File: config.mk
export PLATFORM = sky130hd
export DESIGN_NAME = norm_shift
export DESIGN_NICKNAME = d
export VERILOG_FILES = /design/src/rtl/norm_shift.sv
export SDC_FILE = /design/constraint.sdc
export NUM_CORES = 1
export LEC_CHECK = 0
export CAP_MARGIN = 20
export CORE_MARGIN = 2
export CORE_UTILIZATION = 54
export CTS_CLUSTER_SIZE = 12
export DETAILED_ROUTE_END_ITERATION = 10
export DONT_BUFFER_PORTS = 1
export GPL_ROUTABILITY_DRIVEN = 1
export PLACE_DENSITY = 0.69
export SETUP_SLACK_MARGIN = 0.15
export SLEW_MARGIN = 15
export SYNTH_ARGS = -nofsm -noshare
export SYNTH_HDL_FRONTEND = slang
export SYNTH_SLANG_ARGS = --single-unit
File: constraint.sdc
create_clock -name clk -period 8.9 [get_ports clk]
set_input_delay 1.78 -clock clk [delete_from_list [all_inputs] [get_ports clk]]
set_output_delay 1.78 -clock clk [all_outputs]
set_load 0.05 [all_outputs]
File: src/rtl/norm_shift.sv
// norm_shift: 3-stage leading-one normalizer; shifts the leading one to bit WIDTH-1,
// adjusts the exponent and flags zero / underflow / encoder-disagreement results.
module norm_shift #(
    parameter int WIDTH = 55,
    parameter int EXP_W = 11,
    parameter int MSB_W = 6,
    parameter int CNT_W = 16
) (
    input  logic             clk,
    input  logic             rst_n,
    input  logic             in_valid,
    output logic             in_ready,
    input  logic [WIDTH-1:0] in_diff,
    input  logic [MSB_W-1:0] in_msb,
    input  logic [EXP_W-1:0] in_exp,
    output logic             out_valid,
    input  logic             out_ready,
    output logic [WIDTH-1:0] out_mant,
    output logic [EXP_W-1:0] out_exp,
    output logic             out_zero,
    output logic             out_uf,
    output logic             out_err,
    output logic [CNT_W-1:0] uf_count
);
    logic             stall;
    logic             va_q, va_d;
    logic [WIDTH-1:0] diff_a_q, diff_a_d;
    logic [EXP_W-1:0] exp_a_q, exp_a_d;
    logic [MSB_W-1:0] msb_a_q, msb_a_d;
    logic [WIDTH-1:0] at_msb;
    logic             zero_a, err_a, uf_a;
    logic [MSB_W-1:0] shift_a;
    logic [EXP_W:0]   expd_a;
    logic             vb_q, vb_d;
    logic [WIDTH-1:0] mant_b_q, mant_b_d;
    logic [EXP_W:0]   expd_b_q, expd_b_d;
    logic             zero_b_q, zero_b_d, err_b_q, err_b_d, uf_b_q, uf_b_d;
    logic [2:0]       fine_b_q, fine_b_d;
    logic [WIDTH-1:0] mant_c;
    logic             kill_b;
    logic             out_valid_q, out_valid_d;
    logic [WIDTH-1:0] out_mant_q, out_mant_d;
    logic [EXP_W-1:0] out_exp_q, out_exp_d;
    logic             out_zero_q, out_zero_d, out_uf_q, out_uf_d, out_err_q, out_err_d;
    logic [CNT_W-1:0] uf_count_q, uf_count_d;

    always_comb begin
        stall    = out_valid_q && !out_ready;
        in_ready = !stall;
        va_d     = stall ? va_q : in_valid;
        diff_a_d = stall ? diff_a_q : in_diff;
        exp_a_d  = stall ? exp_a_q : in_exp;
        msb_a_d  = stall ? msb_a_q : in_msb;
        // Bounds check first so an out-of-range index never selects a real bit
        at_msb   = diff_a_q >> msb_a_q;
        zero_a   = ~|diff_a_q;
        err_a    = !zero_a && (msb_a_q > MSB_W'(WIDTH - 1) || !at_msb[0]);
        shift_a  = MSB_W'(WIDTH - 1) - msb_a_q;
        expd_a   = {1'b0, exp_a_q} - (EXP_W + 1)'(shift_a);
        uf_a     = !zero_a && !err_a && (expd_a[EXP_W] || expd_a == '0);
        vb_d     = stall ? vb_q : va_q;
        mant_b_d = stall ? mant_b_q : diff_a_q << {shift_a[MSB_W-1:3], 3'b000};
        expd_b_d = stall ? expd_b_q : expd_a;
        zero_b_d = stall ? zero_b_q : zero_a;
        err_b_d  = stall ? err_b_q : err_a;
        uf_b_d   = stall ? uf_b_q : uf_a;
        fine_b_d = stall ? fine_b_q : shift_a[2:0];
        mant_c   = mant_b_q << fine_b_q;
        kill_b   = err_b_q || zero_b_q || uf_b_q;
        out_valid_d = stall ? out_valid_q : vb_q;
        out_mant_d  = stall ? out_mant_q : (kill_b ? '0 : mant_c);
        out_exp_d   = stall ? out_exp_q : (kill_b ? '0 : expd_b_q[EXP_W-1:0]);
        out_err_d   = stall ? out_err_q : err_b_q;
        out_zero_d  = stall ? out_zero_q : zero_b_q;
        out_uf_d    = stall ? out_uf_q : uf_b_q;
        uf_count_d  = (out_valid_q && out_ready && out_uf_q && !(&uf_count_q)) ? uf_count_q + 1'b1 : uf_count_q;
    end

    always_ff @(posedge clk or negedge rst_n) begin
        if (!rst_n) begin
            va_q        <= 1'b0;
            diff_a_q    <= '0;
            exp_a_q     <= '0;
            msb_a_q     <= '0;
            vb_q        <= 1'b0;
            mant_b_q    <= '0;
            expd_b_q    <= '0;
            zero_b_q    <= 1'b0;
            err_b_q     <= 1'b0;
            uf_b_q      <= 1'b0;
            fine_b_q    <= '0;
            out_valid_q <= 1'b0;
            out_mant_q  <= '0;
            out_exp_q   <= '0;
            out_zero_q  <= 1'b0;
            out_uf_q    <= 1'b0;
            out_err_q   <= 1'b0;
            uf_count_q  <= '0;
        end else begin
            va_q        <= va_d;
            diff_a_q    <= diff_a_d;
            exp_a_q     <= exp_a_d;
            msb_a_q     <= msb_a_d;
            vb_q        <= vb_d;
            mant_b_q    <= mant_b_d;
            expd_b_q    <= expd_b_d;
            zero_b_q    <= zero_b_d;
            err_b_q     <= err_b_d;
            uf_b_q      <= uf_b_d;
            fine_b_q    <= fine_b_d;
            out_valid_q <= out_valid_d;
            out_mant_q  <= out_mant_d;
            out_exp_q   <= out_exp_d;
            out_zero_q  <= out_zero_d;
            out_uf_q    <= out_uf_d;
            out_err_q   <= out_err_d;
            uf_count_q  <= uf_count_d;
        end
    end

    assign out_valid = out_valid_q;
    assign out_mant  = out_mant_q;
    assign out_exp   = out_exp_q;
    assign out_zero  = out_zero_q;
    assign out_uf    = out_uf_q;
    assign out_err   = out_err_q;
    assign uf_count  = uf_count_q;
endmodule

==> reports/metrics.csv <==
stage,metric,value,unit
run_status,status,completed,
logic_synthesis,Post-synth EDFFs,0,
logic_synthesis,Ys Warns,0,
global_routing,GRT Total Usage,0.2605,
timing,RSZ-0062 raised after global routing,false,
clock_network,post_cts resized,0,
timing,post-route setup TNS,0,ps
clock_network,root buffer cell,clkbuf_16,
die,Die Y,157.0,microns
timing,final setup fails,0,
cells_and_area,nets@finish,1325,
cells_and_area,Inserted Diodes,0,
clock_network,TritonCTS buffer count,25,
placement,# port buffers,0,
clock_network,hold-fix buffer count after cts,0,
cells_and_area,combined area of the multi-input logic cells,0.006460,sq mm
hold_path,Min-Delay Path Depth,1,
timing,worst setup margin,4825,ps
setup_path,Critical Path Fanout Max,15,
setup_path,Crit. path cell count,2,
logic_synthesis,syn avg cell area,9.727,sq um
die,starting density of the core,0.5547,
cells_and_area,Layout fillers,1962,
logic_synthesis,syn_nets,1382,
placement,dpl ws,4819,ps
setup_path,"Arr. time, crit path",2290,ps
cells_and_area,layout cell share with drive strength beyond 1,0.1020,
logic_synthesis,top-count cell post-synth,nand2_1,
route,DR vias,9652,
route,drt pass-1 iters,5,
route,WL per Instance,20.26,microns
timing,worst-margin pin slew,1024,ps
clock_network,setup bufs post-CTS,0,
route,final WL,31.77,mm
cells_and_area,register area,0.005809,sq mm
logic_synthesis,Synth async-reset ratio,1.000,
timing,Pins Over Slew Limit,0,
die,Die Wd,157.0,microns
logic_synthesis,Yosys reg bits,232,
clock_network,CTS tree,yes,
die,DIE AREA,0.02464,sq mm
setup_path,CP endpoint kind,primary output,
global_routing,global-route wire length before repair,50.40,mm
die,Core Area,0.02278,sq mm
logic_synthesis,Cell variety after synth,59,
clock_network,"CTS clk-pin slew, worst paths",60,ps
placement,RD Place Congestion,0.9385,
logic_synthesis,synth cell count leaders,"411 x nand2_1, 232 x dfrtp_1, 98 x mux2i_1",
cells_and_area,Area Growth Syn to Fin,7.268,%
global_routing,total grt overflow,0,
logic_synthesis,"Seq/Total Area, Yosys",0.4595,
cells_and_area,Final Cell Area,0.01355,sq mm
setup_path,Crit Path Category,in2out,
setup_path,CP startpoint kind,input pin,
die,FP Rows,55,
route,remaining antenna violation count,0,
power_and_ir_drop,LEAKAGE,6.169,nW
power_and_ir_drop,maximum VDD drop,0.1837,mV
placement,"Cell Area, Placed",0.01277,sq mm
setup_path,CP top delay family,simple AND/OR/NAND/NOR gates,
setup_path,slowest cell delay on critical path,320,ps
clock_network,CTS max path bufs,3,
clock_network,H-tree depth,1,
logic_synthesis,Mapped Cells,1299,
logic_synthesis,ranking of synthesized cells by area,"dfrtp_1 46%, nand2_1 12%, mux4_2 10%",
placement,Post-DP HPWL,21.68,mm
timing,Final Skew,17.71,ps
timing,Tcrit/Tclk final,0.4578,
setup_path,R2R cell count,11,
clock_network,worst skew pair latency,540,ps
die,IO Pins,163,
timing,Final Hold Fails,0,
logic_synthesis,synthesized area,0.01264,sq mm
timing,fin crit period,4075,ps
clock_network,clock sink count,232,
route,DR vias/cell,6.156,
hold_path,Hold WC Path Type,reg2reg,
setup_path,CP max stage cell,nor2b_4,
logic_synthesis,Synth top area share,0.4595,
global_routing,number of global-route vias before repair,9015,
power_and_ir_drop,PD cells,379.5,mW/mm^2
job,Max Cap Violations,0,
logic_synthesis,cell taking the most area after synthesis,dfrtp_1,
setup_path,"Req. time, crit path",7120,ps
setup_path,worst-path cell chain,nor2b_4 -> inv_4,
global_routing,antenna violations before repair,0,
timing,Worst slew margin,0.3173,
logic_synthesis,main flop type after synthesis,dfrtp_1,
setup_path,Bufs and invs on worst path,1,
route,DRC Markers,0,
timing,max frequency,0.2454,GHz
global_routing,largest net degree at the start of global routing,233,
route,initial drt markers,1086,
per-stage QoR:
| step | std cells | util | total power (W) | hold slack (ps) |
|---|---|---|---|---|
| floorplan | 1299 | - | 0.003645 | 430.0 |
| global placement | 1526 | 0.5606 | 0.004120 | 445.1 |
| detailed placement | 1526 | 0.5606 | 0.004169 | 467.9 |
| CTS | 1566 | 0.5935 | 0.005146 | 480.8 |
| global route | 1568 | 0.5951 | 0.005465 | 510.6 |
| finish | 1568 | 0.5951 | 0.005144 | 481.1 |
where the power goes:
part           internal (W)  switching, W
Sequential          0.00137      0.000823
Clock              0.000548      0.000420
Combinational      0.000892       0.00109
cells by family (layout without fill, tap and decap cells):
| family | Yosys count | count (layout) | synth area share |
|---|---|---|---|
| multiplexers | 158 | 158 | 0.1810 |
| AND/OR/NAND/NOR | 560 | 560 | 0.1873 |
| AO/OA/AOI/OAI | 208 | 208 | 0.1057 |
| buffers and inverters | 103 | 59 | 0.03337 |
| flip-flops | 232 | 232 | 0.4595 |
| adder cells (fa/ha/maj) | 9 | 9 | 0.009308 |
| XOR/XNOR | 29 | 29 | 0.02386 |
registers in the layout (all words and copies together), names as in the netlist, 3 cells and up:
name      flops
diff_a_q     55
fine_b_q      3
expd_b_q     11
out_mant     55
msb_a_q       6
out_exp      11
uf_count     16
exp_a_q      11
mant_b_q     55
worst register-to-register path, delay by kind of cell (launching register included):
family / cells / cell delay [ps]
buffers and inverters: 1 / 240
AOI/OAI and AO/OA: 5 / 1070
adders and majority gates: 1 / 580
and+or+nand+nor: 3 / 790
xor gates and xnor gates: 1 / 160
DFF: 1 / 1010
worst paths after layout:
| path | to | startpoint | slack (ps) |
|---|---|---|---|
| max | in_ready | out_ready | 4830 |
| min reg2reg | out_exp[7] | expd_b_q[7] | 480 |
| max reg2reg | uf_b_q | msb_a_q[0] | 4990 |
| min in group asynchronous | out_exp[0] | rst_n | 950 |
| max in group asynchronous | fine_b_q[0] | rst_n | 7230 |
| min | out_exp[7] | expd_b_q[7] | 480 |
cells in the final DEF (no fill, tap or decap), drive strengths merged, types with 7 or more instances in the layout:
master	instances
nand2	411
dfrtp	232
mux2i	98
o21ai	90
mux4	56
nor2	36
clkbuf	35
a22o	33
a21oi	32
nand3	27
xnor2	20
and3	18
nor4	18
a31oi	16
nor3	12
buf	12
nand4	10
a22oi	8
a32o	8
xor2	8
inv	7
metal layers:
layer	GRT usage	part of all wire	up-vias
met5	0	0	-
met4	0.07645	0.032	0
met3	0.04681	0.095	77
met2	0.3897	0.44	403
met1	0.3906	0.43	4686
li1	-	-	4486
layout make-up:
cell class                      instances  share of cell area
Inverter                                6            0.001846
Tap cell                              313             0.02889
Multi-Input combinational cell        964              0.4766
Timing Repair Buffer                   13            0.008677
Clock inverter                          6            0.003785
Clock buffer                           34             0.05160
Sequential cell                       232              0.4286
Power figures use the tool's default switching activity.
